File: src/rtl/letc_core_mem_req_queue.sv
// In-order memory-stage queue between Execute and Memory 2.
// Issues DMSS requests in program order and releases each entry once its request is accepted.
module letc_core_mem_req_queue #(
    parameter  int PAYLOAD_W = 64,
    parameter  int ADDR_W    = 32,
    parameter  int DEPTH     = 2,
    localparam int CNT_W     = $clog2(DEPTH + 1)
) (
    input  logic                 clk,
    input  logic                 rst_n,
    input  logic                 flush,
    input  logic                 stall,
    input  logic                 in_valid,
    output logic                 in_ready,
    input  logic [PAYLOAD_W-1:0] in_payload,
    input  logic [ADDR_W-1:0]    in_addr,
    input  logic                 in_mem_req,
    output logic                 out_valid,
    input  logic                 out_ready,
    output logic [PAYLOAD_W-1:0] out_payload,
    output logic [ADDR_W-1:0]    out_addr,
    output logic                 req_valid,
    input  logic                 req_ready,
    output logic [ADDR_W-1:0]    req_addr,
    output logic [CNT_W-1:0]     occupancy
);

    localparam int PTR_W = (DEPTH > 1) ? $clog2(DEPTH) : 1;
    localparam logic [CNT_W-1:0] FULL = CNT_W'(DEPTH);
    localparam logic [PTR_W-1:0] LAST = PTR_W'(DEPTH - 1);
    localparam logic [PTR_W:0]   WRAP = (PTR_W + 1)'(DEPTH);

    logic [PAYLOAD_W-1:0] r_payload [DEPTH];
    logic [ADDR_W-1:0]    r_addr    [DEPTH];
    logic [DEPTH-1:0]     r_mem_req;
    logic [DEPTH-1:0]     r_sent;
    logic [PTR_W-1:0]     r_wr_ptr;
    logic [PTR_W-1:0]     r_rd_ptr;
    logic [CNT_W-1:0]     r_count;

    logic                 w_gate;
    logic                 w_enq;
    logic                 w_deq;
    logic                 w_req_fire;
    logic                 w_found;
    logic [PTR_W-1:0]     w_sel;
    logic [PTR_W:0]       w_sum [DEPTH];
    logic [PTR_W-1:0]     w_idx [DEPTH];

    function automatic logic [PTR_W-1:0] f_inc(input logic [PTR_W-1:0] p);
        return (p == LAST) ? '0 : p + 1'b1;
    endfunction

    // w_idx[i] is the i-th oldest slot; the wrap is explicit so odd DEPTH works.
    always_comb begin
        for (int i = 0; i < DEPTH; i++) begin
            w_sum[i] = {1'b0, r_rd_ptr} + (PTR_W + 1)'(i);
            w_idx[i] = (w_sum[i] >= WRAP) ? PTR_W'(w_sum[i] - WRAP)
                                          : w_sum[i][PTR_W-1:0];
        end
    end

    always_comb begin
        w_found = 1'b0;
        w_sel   = '0;
        for (int i = 0; i < DEPTH; i++) begin
            if (!w_found && (CNT_W'(i) < r_count) &&
                r_mem_req[w_idx[i]] && !r_sent[w_idx[i]]) begin
                w_found = 1'b1;
                w_sel   = w_idx[i];
            end
        end
    end

    assign w_gate     = rst_n && !flush && !stall;
    assign in_ready   = w_gate && (r_count < FULL);
    assign req_valid  = w_gate && w_found;
    assign req_addr   = (rst_n && w_found) ? r_addr[w_sel] : '0;
    assign out_valid  = w_gate && (r_count != '0) &&
                        (!r_mem_req[r_rd_ptr] || r_sent[r_rd_ptr]);
    assign out_payload = r_payload[r_rd_ptr];
    assign out_addr    = r_addr[r_rd_ptr];
    assign occupancy   = r_count;

    assign w_enq      = in_valid && in_ready;
    assign w_deq      = out_valid && out_ready;
    assign w_req_fire = req_valid && req_ready;

    always_ff @(posedge clk) begin
        if (w_enq) begin
            r_payload[r_wr_ptr] <= in_payload;
            r_addr[r_wr_ptr]    <= in_addr;
            r_mem_req[r_wr_ptr] <= in_mem_req;
        end
    end

    // Flush and reset share one path; stall freezes everything.
    always_ff @(posedge clk) begin
        if (!rst_n || flush) begin
            r_wr_ptr <= '0;
            r_rd_ptr <= '0;
            r_count  <= '0;
            r_sent   <= '0;
        end else if (!stall) begin
            if (w_req_fire) r_sent[w_sel] <= 1'b1;
            if (w_enq) begin
                r_sent[r_wr_ptr] <= 1'b0;
                r_wr_ptr         <= f_inc(r_wr_ptr);
            end
            if (w_deq) r_rd_ptr <= f_inc(r_rd_ptr);
            r_count <= r_count + CNT_W'(w_enq) - CNT_W'(w_deq);
        end
    end

endmodule

File: config.mk
export PLATFORM = sky130hd
export DESIGN_NAME = letc_core_mem_req_queue
export DESIGN_NICKNAME = d
export VERILOG_FILES = /design/src/rtl/letc_core_mem_req_queue.sv
export SDC_FILE = /design/constraint.sdc
export NUM_CORES = 1
export LEC_CHECK = 0
export CAP_MARGIN = 20
export CORE_AREA = 2 2 134 136
export DETAILED_ROUTE_END_ITERATION = 8
export DIE_AREA = 0 0 136 138
export PLACE_DENSITY = 0.79
export SKIP_LAST_GASP = 1
export SLEW_MARGIN = 20
export SYNTH_ARGS = -nofsm -noshare
export SYNTH_HDL_FRONTEND = slang
export SYNTH_SLANG_ARGS = --single-unit
File: constraint.sdc
create_clock -name clk -period 8.64 [get_ports clk]
set_input_delay 2.592 -clock clk [delete_from_list [all_inputs] [get_ports clk]]
set_output_delay 2.592 -clock clk [all_outputs]
set_load 0.02 [all_outputs]
==> results.yml, run 1 <==
final_layout:
  final_area_sq_um: 11220
  areaGrowthSynthToFinish_pct: 40.34
  nets: 776
  diodes: 0
  drive_above_1_share_pct: 8.309
synthesis:
  ys.flop_type: "edfxtp_1"
  synth_top_area_share_pct: 72.85
  synth-seq-cells: 201
  netlist_top_cells_area: "edfxtp_1 73%, mux2_1 14%, o32ai_1 3.5%"
  async_reset_ff_share_pct: 0
  synth.top_cells.by_count: "194 x edfxtp_1, 96 x mux2_1, 32 x o32ai_1"
  yosysSeqAreaShare_pct: 74.60
  syn_nets: 537
  synth.distinct_cells: 36
  synth_edf_count: 194
  yosysMostFrequentCell: "edfxtp_1"
  ys_warn_count: 0
  syn-cell-area_sq_um: 7996
  syn-instance-count: 431
  synth_area_leader_cell: "edfxtp_1"
  syn_area_per_cell_sq_um: 18.55
setup_path:
  required_ps: 6050
  r2r-end: "r_addr[1][2]"
  r2r_slack_ps: 5940
  crit_path_start: "rst_n"
  r2r_cells: 3
  cp-end-kind: "output port"
  crit_end: "req_addr[9]"
  path_class: "in2out"
  worstPathArrival_ps: 4420
  rr_startpoint: "occupancy[1]"
  cp_max_fo: 24
  start_kind: "primary input"
cts:
  root_buffer: "clkbuf_16"
  clockBufferDepth: 3
  cts.reportedPaths.clkPinSlew_ps: 60
  cts_tree: "done"
  ctsHoldBuffers: 0
  clock_latency_ps: 490
  cts-htree-levels: 1
  postCtsSetupBuffers: 0
  cts_resized: 0
  cts_buffers: 22
  clock-sinks: 201
sta:
  period_needed_ps: 7013
  setup_viol: 0
  fin_setup_tns_ps: 0
  finalCritPeriodShare_pct: 81.17
  tightest_slew_ps: 1041
  rsz0062_at_grt: "no"
  hold_viol_final: 0
  report.final.slew_viol_count: 0
  clock.fmax_mhz: 142.6
  worst_slack_ps: 1627
  finClkSkew_ps: 14.75
  timing.hold.ws_ps: 467.6
  slew_headroom_pct: 30.57
power:
  power.leakage_nw: 3.699
  peakVddDrop_v: 0.0001750
  clock_power_share_pct: 41.9
  power_density_nw_per_um2: 180.7
  pwr-share-seq_pct: 53.3
  p_sw_share_pct: 19.87
  p_int_w: 0.001625
  power.switching_w: 0.0004029
  pwr-share-comb_pct: 4.8
  finalPower_w: 0.002028
routing:
  highest_layer: "met4"
  wire_per_inst_microns: 19.93
  firstDrtPassIters: 5
  wl_microns: 18230
  vias: 4810
  drc: 0
  met3WireLength_microns: 1510
  drt-met1-wl_microns: 6853
  ant_nets: 0
  via_per_inst: 5.257
  wl_met2_microns: 9436
  drtIter0Drc: 223
die:
  rows: 49
  core_sq_um: 17530
  die_w_microns: 136
  pin_count: 237
  start_util_pct: 45.60
  fp.dieArea_sq_um: 18770
  chipHeight_microns: 138
status:
  status: "completed"
placed_design:
  place_area_sq_um: 10530
  pre_cts_ws_ps: 1599
  routabilityCongestion: 0.8228
  place_hpwl_microns: 11810
  portBuffers: 236
global_route:
  overflow: 0
  grt_pass1_wl_microns: 28100
  grt_max_degree: 83
  grt_pass1_vias: 5205
  antenna_found_initial: 0
  grt.total_usage_pct: 18.97
run:
  max_cap_violations: 0
hold_path:
  hold_path_class: "reg2reg"
-- sequential cells by signal (all words and copies together) (netlist names), named ones only --
signal and cells:
occupancy 2, r_addr 64, r_mem_req 2, r_payload 128
r_rd_ptr 1, r_sent 2, r_wr_ptr 1
-- power by group through the flow --
stage / Sequential (W) / Clock, W / Combinational [W]
floorplan: 0.00110 / 0 / 0.0000236
global placement: 0.00110 / 0 / 0.0000936
detailed placement: 0.00110 / 0 / 0.0000973
CTS: 0.00108 / 0.000867 / 0.0000982
global route: 0.00108 / 0.000907 / 0.000103
finish: 0.00108 / 0.000849 / 0.0000977
-- critical path, stage by stage --
cell             delay [ps]
clkdlybuf4s50_1         600
o21ai_4                 210
buf_16                  230
nor2_1                  150
clkdlybuf4s50_1         620
-- cell usage in the layout (no fill, tap or decap), types with 4 or more instances in the layout --
master and instances:
mux2_1 96, edfxtp_1 194, nor2_2 14, nor2_1 24
dfxtp_1 6, clkbuf_1 4, o32ai_1 32, clkbuf_16 23
clkinv_2 5, clkdlybuf4s50_1 236, clkinv_1 6
-- kinds of logic (layout without fill, tap and decap cells) --
group,count (synthesis),in the layout,share of synthesized area [%]
flip-flops,201,201,74.60
multiplexers,97,97,13.64
AND/OR/NAND/NOR,54,54,3.771
AO/OA/AOI/OAI,48,48,5.289
buffers and inverters,26,281,2.050
XOR/XNOR,3,3,0.3286
adder cells (fa/ha/maj),2,2,0.3129
-- layout make-up --
cell class                 instances  area, sq um
sequential                       201         5969
clock inverter                    13        66.31
tap                              229        286.5
multi-input combinational        204         1889
clock buffer                      27        590.6
fill                            1279         6312
inverter                           1        3.754
timing repair buffer             240         2416
-- metrics by stage --
step / instances / util, %
2_1_floorplan: 431 / -
4_1_cts: 914 / 63.82
6_report: 915 / 64.00
3_5_place_dp: 874 / 60.08
3_3_place_gp: 874 / 60.08
5_1_grt: 915 / 64.00
-- worst min-delay path by stage --
stage / from / to / slack (ps) / cells after the start
after floorplan: r_sent[1] / r_sent[1] / 430 / 2
after global placement: r_sent[1] / r_sent[1] / 440 / 2
after detailed placement: r_sent[1] / r_sent[1] / 460 / 2
after CTS: r_sent[1] / r_sent[1] / 470 / 2
after global routing: r_sent[1] / r_sent[1] / 500 / 2
final: r_sent[1] / r_sent[1] / 470 / 2
-- layer usage --
metal / GRT usage (%) / vias up
met3: 5.464 / 42
met5: 0 / -
met1: 22.09 / 2360
met2: 33.83 / 198
met4: 5.482 / 0
li1: - / 2210
Power figures use the tool's default switching activity.
==> inputs of run 2 (changes only) <==
CORE_AREA = 2 2 140 142   (was 2 2 134 136)
DIE_AREA = 0 0 142 144   (was 0 0 136 138)
PLACE_DENSITY = 0.76   (was 0.79)
clock period = 5.75 ns   (was 8.64 ns; I/O delays follow)
==> run 2 against run 1 <==
Against the previous run:
- core utilization decreased by 5.2 points
- die area increased by 9.0%
- worst setup slack got worse by 1100 ps
- total power increased by 46%
- count of clock-buffer cells in the layout increased by 1
- sequential power increased by 50%
- global-route usage decreased by 1.9 points
- critical path type unchanged
- hold slack got worse by 1.6 ps
- sequential cell count unchanged
- via count decreased by 0.46%
==> results.yml, run 2 (same netlist as run 1, synthesis figures left out) <==
status:
  status: "completed"
cts:
  root_buffer: "clkbuf_16"
  clock-sinks: 201
  postCtsSetupBuffers: 0
  cts_buffers: 21
  cts.reportedPaths.clkPinSlew_ps: 60
  cts_tree: "done"
  cts_resized: 0
  ctsHoldBuffers: 0
  cts-htree-levels: 1
  clockBufferDepth: 3
  clock_latency_ps: 480
routing:
  wl_microns: 18000
  ant_nets: 0
  drtIter0Drc: 259
  drc: 0
  wire_per_inst_microns: 19.44
  via_per_inst: 5.171
  firstDrtPassIters: 6
  vias: 4788
setup_path:
  cpPeakStageDelay_ps: 600
  crit_path_start: "rst_n"
  required_ps: 4030
  rr_startpoint: "occupancy[1]"
  slowest_stage: "clkdlybuf4s50_1"
  cp_max_fo: 7
  crit_top_cell: "clkdlybuf4s50_1"
  worstPathArrival_ps: 3530
  cp-end-kind: "output port"
  cp_cell_sequence: "clkdlybuf4s50_1, nand2b_1, nor2_1, o2111a_1, clkdlybuf4s50_1"
  path_class: "in2out"
  start_kind: "primary input"
global_route:
  grt.total_usage_pct: 17.06
  grt_pass1_wl_microns: 27100
  use_met1_pct: 21.02
  grt_max_degree: 83
  grt_pass1_vias: 4964
  antenna_found_initial: 1
  top_usage_layer: "met2"
  overflow: 0
  use_met3_pct: 3.940
  use_met2_pct: 30.08
sta:
  hold_viol_final: 0
  setup_viol: 0
  clock.fmax_mhz: 190.1
  slew_headroom_pct: 32.60
  rsz0062_at_grt: "no"
  report.final.slew_viol_count: 0
  fin_setup_tns_ps: 0
  period_needed_ps: 5260
  finalCritPeriodShare_pct: 91.47
  tightest_slew_ps: 1011
  finClkSkew_ps: 7.154
die:
  fp.dieArea_sq_um: 20450
  start_util_pct: 41.91
  core_sq_um: 19080
  rows: 51
  die_w_microns: 142
  pin_count: 237
  chipHeight_microns: 144
run:
  max_cap_violations: 0
final_layout:
  drive_above_1_share_pct: 8.443
  regMostFlops: "r_payload"
  areaGrowthSynthToFinish_pct: 40.39
  nets: 779
  reg.largest.list: "r_payload: 128 flops, r_addr: 64 flops"
  mostFrequentLayoutCells: "236 x clkdlybuf4s50_1, 194 x edfxtp_1, 96 x mux2_1"
  layout_commonest_cell: "clkdlybuf4s50_1"
  largest_register_ffs: 128
  finish.utilization_pct: 58.84
power:
  finalPower_w: 0.002953
  power.leakage_nw: 3.691
  power_density_nw_per_um2: 263.0
  peakVddDrop_v: 0.0002169
placed_design:
  routabilityCongestion: 0.8510
  portBuffers: 236
  place_hpwl_microns: 11910
hold_path:
  hold_start: "r_sent[1]"
  hold_path_class: "reg2reg"
[run 2: cell count changes in the layout (fill, tap and decap cells not counted)]
cell | before | now
buf_12 | 0 | 2
buf_4 | 2 | 5
buf_6 | 1 | 0
clkbuf_1 | 4 | 7
clkbuf_16 | 23 | 21
clkinv_1 | 6 | 3
diode_2 | 0 | 1
inv_8 | 1 | 0
[run 2: cell type report]
cell class	count	area [sq um]
timing repair buffer	244	2467
fill	1444	7854
sequential	201	5969
antenna	1	2.502
tap	238	297.8
multi-input combinational	204	1889
clock inverter	9	43.79
inverter	1	3.754
clock buffer	28	551.8
[run 2: final timing paths]
| path | endpoint | slack, ps | cells after the start |
|---|---|---|---|
| worst max-delay path | out_valid | 490 | 5 |
| worst min-delay path | r_sent[1] | 470 | 2 |
| worst max register to register | r_payload[0][39] | 3280 | 4 |
| worst min register to register | r_sent[1] | 470 | 2 |
[run 2: power breakdown]
group | switching (W) | leakage [nW] | internal [W]
sequential | 0.00000416 | 1.81 | 0.00162
combinational | 0.0000564 | 1.59 | 0.0000906
clock | 0.000509 | 0.291 | 0.000673
total | 0.000569 | 3.69 | 0.00238
[run 2: worst max-delay path: cells and delay by family]
| family | cells | cell delay, ps |
|---|---|---|
| buffers and inverters | 2 | 1180 |
| AO/OA/AOI/OAI | 1 | 210 |
| AND/OR/NAND/NOR | 2 | 410 |
[run 2: routing by layer]
layer	routed length, microns	share of wire, %
met3	1341	7.4
met5	0	0
met2	9047	50
met4	375	2.1
met1	7241	40
[run 2: stage by stage]
stage                     instances  setup WS, ps  instance area (sq um)  hold WS (ps)
after global routing            926         392.6                  11230         499.9
after detailed placement        887         496.7                  10600         456.0
after floorplan                 431         375.1                   7999         427.9
final                           926         490.3                  11230         465.9
after CTS                       924         477.6                  11200         464.1
after global placement          887         566.4                  10600         439.4
==> edit: new RTL, flow settings as in run 2 <==
The parameter `PAYLOAD_W` goes from 64 to 32.
--- a/src/rtl/letc_core_mem_req_queue.sv
+++ b/src/rtl/letc_core_mem_req_queue.sv
@@ -1,7 +1,7 @@
 // In-order memory-stage queue between Execute and Memory 2.
 // Issues DMSS requests in program order and releases each entry once its request is accepted.
 module letc_core_mem_req_queue #(
-    parameter  int PAYLOAD_W = 64,
+    parameter  int PAYLOAD_W = 32,
     parameter  int ADDR_W    = 32,
     parameter  int DEPTH     = 2,
     localparam int CNT_W     = $clog2(DEPTH + 1)
Ports: changed (resized in_payload and out_payload); port bits go from 237 to 173. No check against the original RTL was run, so the function may have changed too.
==> edit against run 2 <==
Non-clock buffer count shrank 69; wire length shrank 30%; setup slack lost 0.019 ns; combinational power shrank 29%; sequential cell count shrank 64; fmax shrank 0.36%; critical path depth shrank 1; die area is the same; area after synthesis shrank 30%; power shrank 23%; synthesized cell count shrank 24%; cell area shrank 27%; utilization shrank 16 points; sequential power shrank 31%; critical path type unchanged; largest cell class unchanged.
==> edit: results (changes against run 2) <==
outcome - complete, no violations (unchanged)
Slowest cell on crit path - clkdlybuf4s50_1 (unchanged)
dpl ws - 0.4612 ns (was 0.4967 ns)
HP Class - reg -> reg (unchanged)
Clock Tree Root - clkbuf_16 (unchanged)
Num CTS Buffers - 17 (was 21)
Clock Skew - 0.004134 ns (was 0.007154 ns)
Synth async-reset ratio - 0 (unchanged)
Worst-Skew Late Latency - 0.41 ns (was 0.48 ns)
All-Layer GR Usage - 0.1237 (was 0.1706)
post-CTS sizing - 0 (unchanged)
Worst EP arrival - 3.55 ns (was 3.53 ns)
most instantiated cells after synthesis - edfxtp_1 (130), mux2_1 (64), nor2_1 (36), mux2i_1 (35), clkbuf_1 (12) (was edfxtp_1 (194), mux2_1 (96), o32ai_1 (32), nor2_1 (25), buf_2 (17))
HPWL Detailed - 8373 microns (was 11,910 microns)
largest cells by area after synthesis - edfxtp_1 (69%), mux2_1 (13%), mux2i_1 (6.2%) (was edfxtp_1 (73%), mux2_1 (14%), o32ai_1 (3.5%))
routability cong. - 0.7688 (was 0.8510)
delay-heaviest family, CP - buffers and inverters (unchanged)
Cell variety after synth - 32 (was 36)
critical path fanouts, max - 4 (was 7)
number of flops mapped to enable cells by yosys - 130 (was 194)
first-pass GRT wire length - 19,110 microns (was 27,100 microns)
Clock Pin Slew Worst Setup and Hold Paths - 0.06 ns (about the same)
warnings from Yosys - 0 (unchanged)
Bufs on Longest Clock Path - 2 (was 3)
share of cells above drive strength 1 - 0.07900 (was 0.08443)
headroom to the max-slew limit - 0.3526 (was 0.3260)
IO buf count - 172 (was 236)
syn_nets - 402 (was 537)
Syn Area/Cell - 17.17 sq um (was 18.55 sq um)
vias in the first global route - 3,687 (was 4,964)
largest net degree at the start of global routing - 65 (was 83)
vias - 3,406 (was 4,788)
Leak - 2.675 nW (was 3.691 nW)
grt ovf - 0 (unchanged)
Post-CTS Setup Repair Bufs - 0 (unchanged)
Antenna Cells - 0 (was 1)
First-pass DRT Iterations - 5 (was 6)
register area share after synthesis - 0.7181 (was 0.7460)
Cells after DPL - 724 (was 887)
Nets - 580 (was 779)
Clock H-tree levels - 4 (was 1)
initial antenna violation count - 0 (was 1)
DRT Wirelength - 12,590 microns (was 18,000 microns)
Crit path largest cell delay - 0.61 ns
WL per Instance - 16.63 microns (was 19.44 microns)
maximum vdd drop - 0.1867 mV (was 0.2169 mV)
Regs by FF count - r_addr (64), r_payload (64) (was r_payload (128), r_addr (64))
DRT iter0 DRCs - 97 (was 259)
edit: cells by family (layout without fill, tap and decap cells):
kind of cell / count (synthesis) / in the layout / synth area share
flip-flops: 137 / 137 / 0.7181
multiplexers: 99 / 99 / 0.1902
AND/OR/NAND/NOR: 51 / 51 / 0.04177
buffers and inverters: 21 / 212 / 0.01933
AO/OA/AOI/OAI: 16 / 16 / 0.02311
adder cells (fa/ha/maj): 2 / 2 / 0.004443
XOR/XNOR: 2 / 2 / 0.003111
edit: power breakdown:
group	switching, mW	internal, mW	leakage, nW	total [mW]
combinational	0.0405	0.0633	1.17	0.104
sequential	0.00356	1.10	1.23	1.11
clock	0.428	0.647	0.277	1.08
total	0.472	1.81	2.68	2.29
edit: worst reg2reg max path, cell delays in order, from the launching register on:
cell and delay, ns:
dfxtp_1 0.40, nor3b_1 0.50, nand2_1 0.29, nor2_4 0.70, buf_12 0.36
edit: final timing paths:
path | from | end | slack (ns) | cells past startpoint
worst max-delay path | rst_n | out_valid | 0.47 | 4
worst min-delay path | r_sent[1] | r_sent[1] | 0.54 | 2
worst max register to register | occupancy[1] | r_addr[1][25] | 3.15 | 4
worst min register to register | r_sent[1] | r_sent[1] | 0.54 | 2
edit: cell type report:
class                      count  area, sq um
clock buffer                  17        425.4
clock inverter                15        166.4
fill                        1690        10840
inverter                       5        18.77
multi-input combinational    170         1506
sequential                   137         4048
tap                          238        297.8
timing repair buffer         175         1782
edit: metal layers:
metal	share of wire	vias to the layer above	track usage
li1	-	1609	-
met1	0.42	1667	0.1392
met2	0.50	121	0.2159
met3	0.060	9	0.04404
met4	0.012	0	0.04737
met5	0	-	0
edit: stage by stage:
| stage | area (sq um) | total power [mW] |
|---|---|---|
| final | 8244 | 2.285 |
| after detailed placement | 7632 | 1.231 |
| after CTS | 8224 | 2.316 |
| after global placement | 7632 | 1.227 |
| after floorplan | 5632 | 1.154 |
| after global routing | 8244 | 2.369 |
